--- src/rtl/sqd_param_pkg.sv ---
// Shared constants and helpers for the serial sequence detector family.
// Default flag pattern plus the width needed for the fill counter.
package sqd_param_pkg;

  localparam int SQD_FLAG_W = 7;
  localparam logic [SQD_FLAG_W-1:0] SQD_FLAG_PAT = 7'b0111110;

  // Fill must be able to hold the value pat_w itself, not just pat_w-1.
  function automatic int fill_width(input int pat_w);
    return $clog2(pat_w + 1);
  endfunction

endpackage

--- src/rtl/sqd_param_if.sv ---
// Bit-stream input and detection-result bundle for sqd_param.
// The master drives the stream; the slave (detector) returns the flags.
interface sqd_param_if #(
  parameter int CNT_W = 8
);
  logic             en;
  logic             inp;
  logic             clr_cnt;
  logic             w;
  logic [CNT_W-1:0] match_cnt;
  logic             cnt_sat;

  modport master (output en, inp, clr_cnt, input w, match_cnt, cnt_sat);
  modport slave  (input en, inp, clr_cnt, output w, match_cnt, cnt_sat);
endinterface

--- src/rtl/sqd_param_sat_counter.sv ---
// Saturating up-counter with a sticky saturation flag and synchronous clear.
// Clear wins over a simultaneous increment.
module sqd_param_sat_counter #(
  parameter int CNT_W = 8
) (
  input  logic             clk,
  input  logic             rst,
  input  logic             inc,
  input  logic             clr,
  output logic [CNT_W-1:0] cnt,
  output logic             sat
);
  localparam logic [CNT_W-1:0] CNT_MAX = '1;

  logic [CNT_W-1:0] cnt_reg, cnt_next;
  logic             sat_reg, sat_next;

  always_comb begin
    cnt_next = cnt_reg;
    sat_next = sat_reg;
    if (clr) begin
      cnt_next = '0;
      sat_next = 1'b0;
    end else if (inc) begin
      if (cnt_reg != CNT_MAX) cnt_next = cnt_reg + 1'b1;
      // Flag goes up as soon as the count lands on all-ones, and stays up.
      if (cnt_next == CNT_MAX) sat_next = 1'b1;
    end
  end

  always_ff @(posedge clk or negedge rst) begin
    if (!rst) begin
      cnt_reg <= '0;
      sat_reg <= 1'b0;
    end else begin
      cnt_reg <= cnt_next;
      sat_reg <= sat_next;
    end
  end

  assign cnt = cnt_reg;
  assign sat = sat_reg;

endmodule

--- src/rtl/sqd_param.sv ---
// Parametrised serial pattern detector: shifts in one bit per enabled clock and
// raises w for one cycle each time the last PAT_W received bits equal PATTERN.
module sqd_param
  import sqd_param_pkg::*;
#(
  parameter int               PAT_W   = SQD_FLAG_W,
  parameter logic [PAT_W-1:0] PATTERN = SQD_FLAG_PAT,
  parameter bit               OVERLAP = 1'b1,
  parameter int               CNT_W   = 8
) (
  input logic         clk,
  input logic         rst,
  sqd_param_if.slave  bus
);
  localparam int             FW        = fill_width(PAT_W);
  localparam logic [FW-1:0]  FILL_FULL = FW'(PAT_W);

  if (PAT_W < 2 || PAT_W > 32 || CNT_W < 1) begin : g_param_check
    $error("sqd_param: PAT_W must be 2..32 and CNT_W >= 1");
  end

  logic [PAT_W-1:0] hist_reg, hist_next;
  logic [FW-1:0]    fill_reg, fill_next;
  logic [PAT_W-1:0] bit_eq;
  logic             w_reg;
  logic             m;

  always_comb begin
    hist_next = hist_reg;
    fill_next = fill_reg;
    if (bus.en) begin
      hist_next = {hist_reg[PAT_W-2:0], bus.inp};
      if (fill_reg != FILL_FULL) fill_next = fill_reg + 1'b1;
    end
  end

  // Compare against the value being loaded so w lands one cycle after the last bit.
  for (genvar gi = 0; gi < PAT_W; gi++) begin : g_cmp
    assign bit_eq[gi] = hist_next[gi] ~^ PATTERN[gi];
  end

  assign m = bus.en && (fill_next == FILL_FULL) && (&bit_eq);

  always_ff @(posedge clk or negedge rst) begin
    if (!rst) begin
      hist_reg <= '0;
      fill_reg <= '0;
      w_reg    <= 1'b0;
    end else begin
      hist_reg <= hist_next;
      // Non-overlapping mode forgets the matched bits by restarting the fill.
      fill_reg <= (m && !OVERLAP) ? '0 : fill_next;
      w_reg    <= m;
    end
  end

  assign bus.w = w_reg;

  sqd_param_sat_counter #(
    .CNT_W (CNT_W)
  ) u_cnt (
    .clk (clk),
    .rst (rst),
    .inc (m),
    .clr (bus.clr_cnt),
    .cnt (bus.match_cnt),
    .sat (bus.cnt_sat)
  );

endmodule

--- src/flat_wrapper.sv ---
// flat-port wrapper written by rule: the top's interface ports become plain ports
module sqd_param_flat import sqd_param_pkg::*;
#(
  parameter int               PAT_W   = SQD_FLAG_W,
  parameter logic [PAT_W-1:0] PATTERN = SQD_FLAG_PAT,
  parameter bit               OVERLAP = 1'b1,
  parameter int               CNT_W   = 8
)
  (clk, rst, bus_en, bus_inp, bus_clr_cnt, bus_w, bus_match_cnt, bus_cnt_sat);
  sqd_param_if #(.CNT_W(CNT_W)) bus_i ();
  input logic clk;
  input logic rst;
  input wire logic [$bits(bus_i.en)-1:0] bus_en;
  input wire logic [$bits(bus_i.inp)-1:0] bus_inp;
  input wire logic [$bits(bus_i.clr_cnt)-1:0] bus_clr_cnt;
  output wire logic [$bits(bus_i.w)-1:0] bus_w;
  output wire logic [$bits(bus_i.match_cnt)-1:0] bus_match_cnt;
  output wire logic [$bits(bus_i.cnt_sat)-1:0] bus_cnt_sat;
  assign bus_i.en = bus_en;
  assign bus_i.inp = bus_inp;
  assign bus_i.clr_cnt = bus_clr_cnt;
  assign bus_w = bus_i.w;
  assign bus_match_cnt = bus_i.match_cnt;
  assign bus_cnt_sat = bus_i.cnt_sat;
  sqd_param #(.PAT_W(PAT_W), .PATTERN(PATTERN), .OVERLAP(OVERLAP), .CNT_W(CNT_W)) u_core (.clk(clk), .rst(rst), .bus(bus_i));
endmodule
--- config.mk ---
export PLATFORM = sky130hd
export DESIGN_NAME = sqd_param_flat
export DESIGN_NICKNAME = d
export VERILOG_FILES = /design/src/rtl/sqd_param_pkg.sv /design/src/rtl/sqd_param_if.sv /design/src/rtl/sqd_param_sat_counter.sv /design/src/rtl/sqd_param.sv /design/src/flat_wrapper.sv
export SDC_FILE = /design/constraint.sdc
export NUM_CORES = 1
export LEC_CHECK = 0
export ABC_AREA = 1
export CORE_UTILIZATION = 50
export DETAILED_ROUTE_END_ITERATION = 12
export MAX_ROUTING_LAYER = met4
export PLACE_DENSITY = 0.74
export RECOVER_POWER = 100
export SYNTH_ARGS = -nofsm -noshare
export SYNTH_HDL_FRONTEND = slang
export SYNTH_SLANG_ARGS = --single-unit
--- constraint.sdc ---
create_clock -name clk -period 1.7 [get_ports clk]
set_input_delay 0.17 -clock clk [delete_from_list [all_inputs] [get_ports clk]]
set_output_delay 0.17 -clock clk [all_outputs]
set_load 0.01 [all_outputs]
==> results of run 1 <==
cell usage after synthesis, drive strengths merged:
cell and instances:
a21oi 2, buf 2, clkinv 1, dfrtp 20, ha 2, inv 27
nand2 50, nand3 15, nand3b 1, nand4 3, nor2 12, nor4 1
o21ai 10, o31ai 1, or2 1, xor2 3
area by class of cell:
cell class	instances	share of cell area
Multi-Input combinational cell	102	0.368
Tap cell	27	0.0227
Sequential cell	20	0.336
Clock buffer	4	0.0244
Inverter	28	0.0706
Timing Repair Buffer	31	0.177
per-layer routing:
metal  GRT usage  share of wire
met5           -              0
met3      0.0370          0.039
met4      0.0857         0.0092
met1       0.302           0.48
met2       0.374           0.47
path summary, 6_finish.rpt:
check	slack [ps]	from	endpoint	depth (start not counted)
setup / recovery	70	u_core.u_cnt.cnt[0]	u_core.u_cnt.sat	8
hold / removal	490	bus_clr_cnt	u_core.u_cnt.sat	2
setup reg to reg	70	u_core.u_cnt.cnt[0]	u_core.u_cnt.sat	8
hold reg to reg	520	u_core.u_cnt.sat	u_core.u_cnt.sat	2
max in group asynchronous	450	rst	u_core.u_cnt.cnt[6]	2
min in group asynchronous	590	rst	u_core.fill_reg[2]	2
cells by family after synthesis:
family	Yosys count	synth area share
compound gates	13	0.0598
fa+ha+maj	2	0.0221
simple gates	83	0.339
flops	20	0.443
buf+inv	30	0.113
xor+xnor	3	0.0233
layout by cell type, fill, tap and decap left out:
cell | synthesis | final
sky130_fd_sc_hd__clkinv_1 | 1 | 1
sky130_fd_sc_hd__nand2_1 | 40 | 39
sky130_fd_sc_hd__clkdlybuf4s50_1 | 0 | 13
sky130_fd_sc_hd__clkbuf_8 | 0 | 1
sky130_fd_sc_hd__o21ai_1 | 2 | 2
sky130_fd_sc_hd__nor2_4 | 0 | 2
sky130_fd_sc_hd__ha_1 | 2 | 1
sky130_fd_sc_hd__nor2_2 | 2 | 1
sky130_fd_sc_hd__nand3_1 | 15 | 15
sky130_fd_sc_hd__nand2_2 | 10 | 10
sky130_fd_sc_hd__o21ai_0 | 8 | 8
sky130_fd_sc_hd__o31ai_1 | 1 | 1
sky130_fd_sc_hd__dfrtp_1 | 20 | 20
sky130_fd_sc_hd__or2_2 | 1 | 1
sky130_fd_sc_hd__nand4_4 | 0 | 1
sky130_fd_sc_hd__nand3b_1 | 1 | 1
sky130_fd_sc_hd__clkbuf_4 | 0 | 4
sky130_fd_sc_hd__dlygate4sd3_1 | 0 | 1
sky130_fd_sc_hd__a21oi_1 | 2 | 1
sky130_fd_sc_hd__a21oi_2 | 0 | 1
sky130_fd_sc_hd__clkbuf_1 | 0 | 1
sky130_fd_sc_hd__buf_4 | 0 | 15
sky130_fd_sc_hd__nor4_1 | 1 | 1
sky130_fd_sc_hd__nand4_1 | 2 | 2
sky130_fd_sc_hd__nand2_4 | 0 | 2
sky130_fd_sc_hd__nor2_1 | 10 | 9
sky130_fd_sc_hd__inv_1 | 27 | 27
sky130_fd_sc_hd__ha_2 | 0 | 1
sky130_fd_sc_hd__xor2_1 | 3 | 3
where the power goes:
part / switching [mW] / internal (mW)
Combinational: 0.102 / 0.0856
Sequential: 0.0195 / 0.505
Clock: 0.145 / 0.131
Total: 0.266 / 0.721
metrics by stage:
step	hold WS (ps)	util
2_1_floorplan	-126	-
3_3_place_gp	504	0.686
3_5_place_dp	509	0.686
4_1_cts	203	0.708
5_1_grt	504	0.729
6_report	492	0.729
timing repair:
action / in CTS / in global routing
endpoints found under the setup margin: 6 / 9
pin swaps: 0 / 2
buffers inserted: 0 / 1
gates cloned: 0 / 1
gates resized for setup: 2 / 10
worst register-to-register path: cells and delay by family (launching register included):
family | cells | cell delay, ps
buf+inv | 1 | 150
flops | 1 | 380
compound gates | 3 | 540
fa+ha+maj | 1 | 190
simple gates | 3 | 310
==> results.rst, run 1 <==
.. list-table::
   :header-rows: 1

   * - Metric
     - Value
   * - Cell area after synthesis
     - 1130 µm²
   * - Portion of the post-synthesis area used by sequential elements
     - 0.443
   * - Vias in the first global route
     - 1,032
   * - Worst path cell trace
     - ha_1, nand2_2, buf_4, o31ai_1, o21ai_0, nor2_1, nand3_1, a21oi_1
   * - Worst-case setup margin in the final layout
     - 70.2 ps
   * - Starting density of the core
     - 0.553
   * - Highest clock frequency the design can meet
     - 614 MHz
   * - Final Hold Fails
     - 0
   * - Residual overflow from global routing
     - 0
   * - CP Data Arrival Time
     - 1860 ps
   * - Worst-skew pair later-pin latency
     - 300 ps
   * - Routed wire length
     - 2490 µm
   * - Core area
     - 2040 µm²
   * - Total count of max-transition violations in the final report
     - 0
   * - Most area-hungry cell type in the Yosys netlist
     - sky130_fd_sc_hd__dfrtp_1
   * - Pwr per Cell Area
     - 664 nW/µm²
   * - HP Class
     - in -> reg
   * - Flip-flop count of the largest register, all copies and words added
     - 8
   * - Inserted Clock Buffers
     - 3
   * - Via Count
     - 1,050
   * - Die Wd
     - 49.5 µm
   * - Hold-fix buffers at CTS
     - 0
   * - Number of flip-flops and latches in the synthesized netlist
     - 20
   * - Slowest cell delay on critical path
     - 380 ps
   * - Number of unique standard cell types used by synthesis
     - 20
   * - Number of max-cap violations
     - 0
   * - Total Negative Setup Slacks
     - 0 ps
   * - Clock Skews
     - 2.72 ps
   * - Cell count after placement
     - 206
   * - Post-route standard cell area excluding fillers
     - 1490 µm²
   * - Largest cells by area after synthesis
     - sky130_fd_sc_hd__dfrtp_1 (44%), sky130_fd_sc_hd__nand2_1 (13%), sky130_fd_sc_hd__inv_1 (9.0%)
   * - Static power due to leakage
     - 0.768 nW
   * - Wire length of the first global-routing pass
     - 4240 µm
   * - Placed wire-length estimate
     - 1870 µm
   * - Maximum buffer depth of the clock tree
     - 2
   * - Crit end category
     - register
   * - Fill cell instance count of the final layout
     - 171
   * - Share of cells above drive strength 1
     - 0.211
   * - Reg clk slew, reported paths
     - 110 ps
   * - Post-detailed-route via-to-cell ratio
     - 4.95
   * - Number of antenna violations at the first check in global routing
     - 0
   * - Remaining design rule violation count
     - 0
   * - Post-route antenna net violation count
     - 0
   * - Largest driver fanout on the critical path
     - 2
   * - Final min period
     - 1630 ps
   * - Status
     - complete, no violations
   * - Mean post-synth cell area
     - 7.48 µm²
   * - TritonCTS clock tree
     - built
   * - Non-Filler Instances
     - 212
   * - Diode insertion count for antenna repair
     - 0
   * - First-pass DRT Iterations
     - 5
   * - Area used by sequential logic in the layout
     - 500 µm²
   * - Worst IR Drop VDD
     - 0.556 mV
   * - Clock Sinks
     - 20
   * - Footprint of the multi-input gates
     - 548 µm²
   * - Input/output buffers
     - 14
   * - WP buf/inv
     - 1
   * - Post-detailed-placement cell area
     - 1400 µm²
   * - Die boundary height
     - 49.5 µm
   * - Pin count of the biggest net entering global routing
     - 21
   * - Transition time at the pin with the least slew margin
     - 1110 ps
   * - Total Die Area
     - 2450 µm²
   * - DR iter-0 viols
     - 19
   * - Post-Syn Nets
     - 158
   * - Layout-stage area growth over the synthesis result
     - 31.7%
   * - Slowest cell on crit path
     - sky130_fd_sc_hd__dfrtp_1
   * - Total I/O pin count
     - 15
   * - Final net count
     - 193
   * - Overall Global Routing Usage
     - 0.235
   * - Total of warnings raised by yosys
     - 0
   * - Cell family contributing the most delay on the critical path
     - compound AO/OA/AOI/OAI gates
   * - Worst Path Required
     - 1930 ps
   * - Maximum level of the CTS H-tree
     - 1
   * - Rel. slew slack
     - 0.262
   * - Setup violations, final
     - 0
   * - Std cell rows
     - 16
   * - Worst slack at placement
     - -191 ps
   * - Worst setup SP type
     - register
   * - Share of the synthesized area in the top cell type
     - 0.443
   * - Weighted congestion reported at the end of routability-driven placement
     - 0.968
   * - Final critical-path share of the clock period
     - 0.959
   * - Startpoint-to-endpoint class of the critical path
     - reg -> reg
   * - Buffer type at the clock tree root
     - sky130_fd_sc_hd__clkbuf_4
   * - Post-detailed-route wirelength per cell
     - 11.7 µm
   * - Number of cells produced by synthesis
     - 151
   * - PnR Total Power
     - 0.987 mW
Power figures use the tool's default switching activity.
==> run 2: changes to the inputs <==
--- a/config.mk
+++ b/config.mk
@@ -6,6 +6,7 @@
 export NUM_CORES = 1
 export LEC_CHECK = 0
 export ABC_AREA = 1
+export CORE_MARGIN = 2
 export CORE_UTILIZATION = 50
 export DETAILED_ROUTE_END_ITERATION = 12
 export MAX_ROUTING_LAYER = met4
==> constraint.sdc (replaced) <==
create_clock -name clk -period 2.05 [get_ports clk]
set_input_delay 0.205 -clock clk [delete_from_list [all_inputs] [get_ports clk]]
set_output_delay 0.205 -clock clk [all_outputs]
set_load 0.01 [all_outputs]
==> run 2 against run 1 <==
  * Sequential share of layout area up 4.6 points
  * Die area up 8.2%
  * Highest routed layer unchanged
  * Clock-buffer cell count down 1
==> results.rst, run 2 (synthesis gave the netlist of run 1 again) <==
.. list-table::
   :header-rows: 1

   * - Metric
     - Value
   * - Status
     - complete, no violations
   * - HP Class
     - reg -> reg
   * - Static power due to leakage
     - 0.720 nW
   * - Number of antenna violations at the first check in global routing
     - 0
   * - Via Count
     - 978
   * - Hold-fix buffers at CTS
     - 0
   * - Rel. slew slack
     - 0.274
   * - Worst IR Drop VDD
     - 0.514 mV
   * - Startpoint-to-endpoint class of the critical path
     - reg -> reg
   * - Setup violations, final
     - 0
   * - Final min period
     - 1840 ps
   * - Fill cell instance count of the final layout
     - 214
   * - CP Data Arrival Time
     - 2020 ps
   * - Worst-skew pair later-pin latency
     - 290 ps
   * - Non-Filler Instances
     - 197
   * - Number of max-cap violations
     - 0
   * - Final net count
     - 178
   * - Pwr per Cell Area
     - 559 nW/µm²
   * - Remaining design rule violation count
     - 0
   * - Placed wire-length estimate
     - 1710 µm
   * - Diode insertion count for antenna repair
     - 0
   * - Starting density of the core
     - 0.521
   * - Share of cells above drive strength 1
     - 0.0769
   * - Highest clock frequency the design can meet
     - 544 MHz
   * - Transition time at the pin with the least slew margin
     - 1090 ps
   * - Critical register-to-register path startpoint
     - u_core.u_cnt.cnt[1]
   * - Clock Sinks
     - 20
   * - Total Negative Setup Slacks
     - 0 ps
   * - Overall Global Routing Usage
     - 0.193
   * - Std cell rows
     - 17
   * - Maximum buffer depth of the clock tree
     - 2
   * - TritonCTS clock tree
     - built
   * - Flip-flop count of the largest register, all copies and words added
     - 8
   * - Maximum level of the CTS H-tree
     - 1
   * - Hold path startpoint
     - u_core.hist_reg[2]
   * - Die boundary height
     - 51.5 µm
   * - Worst Path Required
     - 2240 ps
   * - Reg clk slew, reported paths
     - 110 ps
   * - Cell count after placement
     - 194
   * - Pin count of the biggest net entering global routing
     - 21
   * - First-pass DRT Iterations
     - 6
   * - Worst setup SP type
     - register
   * - Weighted congestion reported at the end of routability-driven placement
     - 0.925
   * - Number of gates resized after CTS
     - 0
   * - Buffer type at the clock tree root
     - sky130_fd_sc_hd__clkbuf_4
   * - Largest driver fanout on the critical path
     - 8
   * - Input/output buffers
     - 14
   * - Inserted Clock Buffers
     - 3
   * - Post-detailed-route via-to-cell ratio
     - 4.96
   * - Total Die Area
     - 2660 µm²
   * - Residual overflow from global routing
     - 0
   * - Clock Skews
     - 4.55 ps
   * - Total I/O pin count
     - 15
   * - Critical Path Source
     - u_core.u_cnt.cnt[1]
   * - Final Hold Fails
     - 0
   * - Vias in the first global route
     - 905
   * - Wire length of the first global-routing pass
     - 3750 µm
   * - Post-detailed-route wirelength per cell
     - 11.4 µm
   * - Die Wd
     - 51.5 µm
   * - Core area
     - 2170 µm²
   * - Crit end category
     - register
   * - Commonest non-fill, non-tap cell in the layout
     - sky130_fd_sc_hd__nand2_1
   * - Routed wire length
     - 2250 µm
   * - Layout-stage area growth over the synthesis result
     - 15.8%
   * - Final critical-path share of the clock period
     - 0.896
   * - Total count of max-transition violations in the final report
     - 0
   * - Post-route antenna net violation count
     - 0
   * - Reg2Reg Setup Slack
     - 210 ps
   * - DR iter-0 viols
     - 16
   * - Setup repair after global routing missed its margin
     - no
   * - Commonest cells after routing, fill and taps aside
     - sky130_fd_sc_hd__nand2_1 (45), sky130_fd_sc_hd__inv_1 (27), sky130_fd_sc_hd__dfrtp_1 (20)
   * - Number of buffers inserted to repair setup after CTS
     - 0
   * - PnR Total Power
     - 0.732 mW
## run 2: critical path, stage by stage (launching register included)
cell and delay, ps:
sky130_fd_sc_hd__dfrtp_1 440, sky130_fd_sc_hd__ha_1 190, sky130_fd_sc_hd__nand2_1 100, sky130_fd_sc_hd__nor2_1 170, sky130_fd_sc_hd__nand2_1 210, sky130_fd_sc_hd__or2_2 340
sky130_fd_sc_hd__nand3_1 80, sky130_fd_sc_hd__nor2_1 40, sky130_fd_sc_hd__nand3_1 80, sky130_fd_sc_hd__a21oi_1 70
## run 2: final timing paths
kind                                            end  cells after the start
worst min-delay path             u_core.hist_reg[2]                      2
worst max register to register     u_core.u_cnt.sat                      9
min in group asynchronous       u_core.u_cnt.cnt[4]                      2
worst min register to register   u_core.hist_reg[2]                      2
max in group asynchronous        u_core.hist_reg[1]                      2
worst max-delay path               u_core.u_cnt.sat                      9
## run 2: cell type report
class	count	area [µm²]	share of cell area
Sequential cell	20	500	0.382
Multi-Input combinational cell	101	487	0.372
Timing Repair Buffer	17	159	0.121
Inverter	28	105	0.0803
Tap cell	28	35.0	0.0268
Clock buffer	3	22.5	0.0172
## run 2: per-layer routing
layer  GRT usage  up-vias  routed length [µm]
li1            -      503                   -
met1       0.232      454                 998
met5           -        -                   0
met3      0.0259        2                  67
met2       0.342       19                1170
met4      0.0526        0                  16
## run 2: power by group
part	internal (mW)	switching, mW
registers	0.419	0.0188
clock network	0.0684	0.117
logic	0.0415	0.0679
## run 2: stage by stage
stage / instance area, µm² / hold WS (ps) / setup slack (ps) / utilization
2_1_floorplan: 1130 / -90.6 / 426 / -
3_3_place_gp: 1310 / 497 / 192 / 0.601
3_5_place_dp: 1310 / 480 / 131 / 0.601
4_1_cts: 1330 / 245 / 286 / 0.612
5_1_grt: 1310 / 548 / 65.0 / 0.603
6_report: 1310 / 506 / 213 / 0.603
==> run 3: changes to the inputs <==
--- a/config.mk
+++ b/config.mk
@@ -9,7 +9,6 @@
 export CORE_MARGIN = 2
 export CORE_UTILIZATION = 50
 export DETAILED_ROUTE_END_ITERATION = 12
-export MAX_ROUTING_LAYER = met4
 export PLACE_DENSITY = 0.74
 export RECOVER_POWER = 100
 export SYNTH_ARGS = -nofsm -noshare
==> run 3 against run 2 <==
  * Hold slack improved by 18 ps
  * Clock power decreased by 4%
  * Critical path depth increased by 2
  * Sequential power about the same
  * Global-route usage increased by 0.74 points
  * Non-clock buffer count decreased by 1
  * Sequential share of layout area increased by 0.18 points
  * Largest power group unchanged
  * Highest routed layer unchanged
  * Utilization decreased by 0.29 points
  * Clock skew increased by 1.1 ps
  * Via count increased by 0.72%
  * Worst setup slack improved by 44 ps
  * Register-to-register slack improved by 40 ps
  * Critical endpoint is now u_core.u_cnt.cnt[4]
==> results.rst, run 3 (synthesis gave the netlist of run 1 again) <==
.. list-table::
   :header-rows: 1

   * - Metric
     - Value
   * - Status
     - complete, no violations
   * - Wire length of the first global-routing pass
     - 3940 µm
   * - Die boundary height
     - 51.5 µm
   * - Post-detailed-route wirelength per cell
     - 11.6 µm
   * - Commonest non-fill, non-tap cell in the layout
     - sky130_fd_sc_hd__nand2_1
   * - Final Hold Fails
     - 0
   * - Via Count
     - 985
   * - Final min period
     - 1790 ps
   * - Input/output buffers
     - 14
   * - Share of cells above drive strength 1
     - 0.0833
   * - Total count of max-transition violations in the final report
     - 0
   * - Clock Skews
     - 5.64 ps
   * - Commonest cells after routing, fill and taps aside
     - sky130_fd_sc_hd__nand2_1 (43), sky130_fd_sc_hd__inv_1 (27), sky130_fd_sc_hd__dfrtp_1 (20)
   * - Worst Path Required
     - 2260 ps
   * - Routed wire length
     - 2280 µm
   * - Final net count
     - 177
   * - Post-route antenna net violation count
     - 0
   * - Setup repair after global routing missed its margin
     - no
   * - Crit end category
     - register
   * - Largest driver fanout on the critical path
     - 14
   * - Maximum level of the CTS H-tree
     - 1
   * - Core area
     - 2170 µm²
   * - First-pass DRT Iterations
     - 4
   * - Number of gates resized after CTS
     - 0
   * - TritonCTS clock tree
     - built
   * - Maximum buffer depth of the clock tree
     - 2
   * - Static power due to leakage
     - 0.700 nW
   * - DR iter-0 viols
     - 42
   * - Weighted congestion reported at the end of routability-driven placement
     - 0.895
   * - Highest clock frequency the design can meet
     - 558 MHz
   * - Total Die Area
     - 2660 µm²
   * - Inserted Clock Buffers
     - 3
   * - Final critical-path share of the clock period
     - 0.875
   * - Worst setup SP type
     - input port
   * - Setup violations, final
     - 0
   * - Pwr per Cell Area
     - 559 nW/µm²
   * - Startpoint-to-endpoint class of the critical path
     - in -> reg
   * - Rel. slew slack
     - 0.269
   * - CP Data Arrival Time
     - 2000 ps
   * - Overall Global Routing Usage
     - 0.200
   * - Number of antenna violations at the first check in global routing
     - 0
   * - Pin count of the biggest net entering global routing
     - 21
   * - Hold-fix buffers at CTS
     - 0
   * - Starting density of the core
     - 0.521
   * - Number of buffers inserted to repair setup after CTS
     - 0
   * - Number of max-cap violations
     - 0
   * - Cell count after placement
     - 193
   * - Layout-stage area growth over the synthesis result
     - 15.3%
   * - Std cell rows
     - 17
   * - Remaining design rule violation count
     - 0
   * - Worst IR Drop VDD
     - 0.397 mV
   * - Buffer type at the clock tree root
     - sky130_fd_sc_hd__clkbuf_4
   * - Diode insertion count for antenna repair
     - 0
   * - Die Wd
     - 51.5 µm
   * - HP Class
     - reg -> reg
   * - Final design utilization
     - 0.600
   * - Worst-skew pair later-pin latency
     - 290 ps
   * - Total Negative Setup Slacks
     - 0 ps
   * - Post-detailed-route via-to-cell ratio
     - 5.03
   * - Transition time at the pin with the least slew margin
     - 1100 ps
   * - Non-Filler Instances
     - 196
   * - Total I/O pin count
     - 15
   * - Vias in the first global route
     - 930
   * - Flip-flop count of the largest register, all copies and words added
     - 8
   * - Placed wire-length estimate
     - 1730 µm
   * - Clock Sinks
     - 20
   * - Reg clk slew, reported paths
     - 110 ps
   * - Residual overflow from global routing
     - 0
==> run 3: cell types whose count changed in the layout (fill, tap and decap cells not counted), moves of 2 or more <==
cell	delta
sky130_fd_sc_hd__o21ai_1	+2
sky130_fd_sc_hd__nand2_2	+2
sky130_fd_sc_hd__o21ai_0	-2
sky130_fd_sc_hd__nand2_1	-2
==> run 3: area by class of cell <==
type                    count  area (µm²)
clock buffers               3        22.5
fillers                   214         867
inverters                  28         105
multi-input cells         101         488
flip-flops and latches     20         500
well taps                  28        35.0
repair buffers             16         151
==> run 3: final timing paths <==
kind | start | endpoint | slack, ps | depth (start not counted)
min reg2reg | u_core.u_cnt.sat | u_core.u_cnt.sat | 520 | 2
min | u_core.u_cnt.sat | u_core.u_cnt.sat | 520 | 2
max reg2reg | u_core.fill_reg[0] | u_core.u_cnt.cnt[4] | 260 | 10
max | bus_en | u_core.u_cnt.cnt[4] | 260 | 11
max in group asynchronous | rst | u_core.hist_reg[2] | 770 | 2
min in group asynchronous | rst | u_core.u_cnt.cnt[4] | 620 | 2
==> run 3: worst max-delay path: stages <==
cell and delay [ps]:
sky130_fd_sc_hd__dlygate4sd3_1 530, sky130_fd_sc_hd__buf_4 180, sky130_fd_sc_hd__inv_1 130, sky130_fd_sc_hd__nand2_1 70
sky130_fd_sc_hd__nand2_1 100, sky130_fd_sc_hd__nand2_2 70, sky130_fd_sc_hd__nor2_1 90, sky130_fd_sc_hd__nand4_1 190
sky130_fd_sc_hd__nand2_2 250, sky130_fd_sc_hd__nand3_1 90, sky130_fd_sc_hd__o21ai_0 90
==> run 3: routing by layer <==
| metal | up-vias | wire [µm] | global-route usage |
|---|---|---|---|
| met3 | 2 | 80 | 0.0259 |
| met4 | 0 | 8 | 0.0702 |
| li1 | 501 | - | - |
| met2 | 24 | 1170 | 0.346 |
| met1 | 458 | 1020 | 0.258 |
| met5 | - | 0 | 0 |
==> run 3: through the flow <==
step	hold WS (ps)	instance area, µm²	setup WS, ps	total power, mW
after floorplan	-90.6	1130	426	0.516
after global placement	501	1300	199	0.561
after detailed placement	497	1300	125	0.565
after CTS	229	1320	269	0.750
after global routing	560	1300	57.4	0.774
final	525	1300	257	0.728
==> run 3: power breakdown <==
part	leakage, nW	internal (mW)	switching, mW
Clock	0.0138	0.0682	0.110
Combinational	0.439	0.0417	0.0698
Sequential	0.247	0.419	0.0195
Total	0.700	0.529	0.199
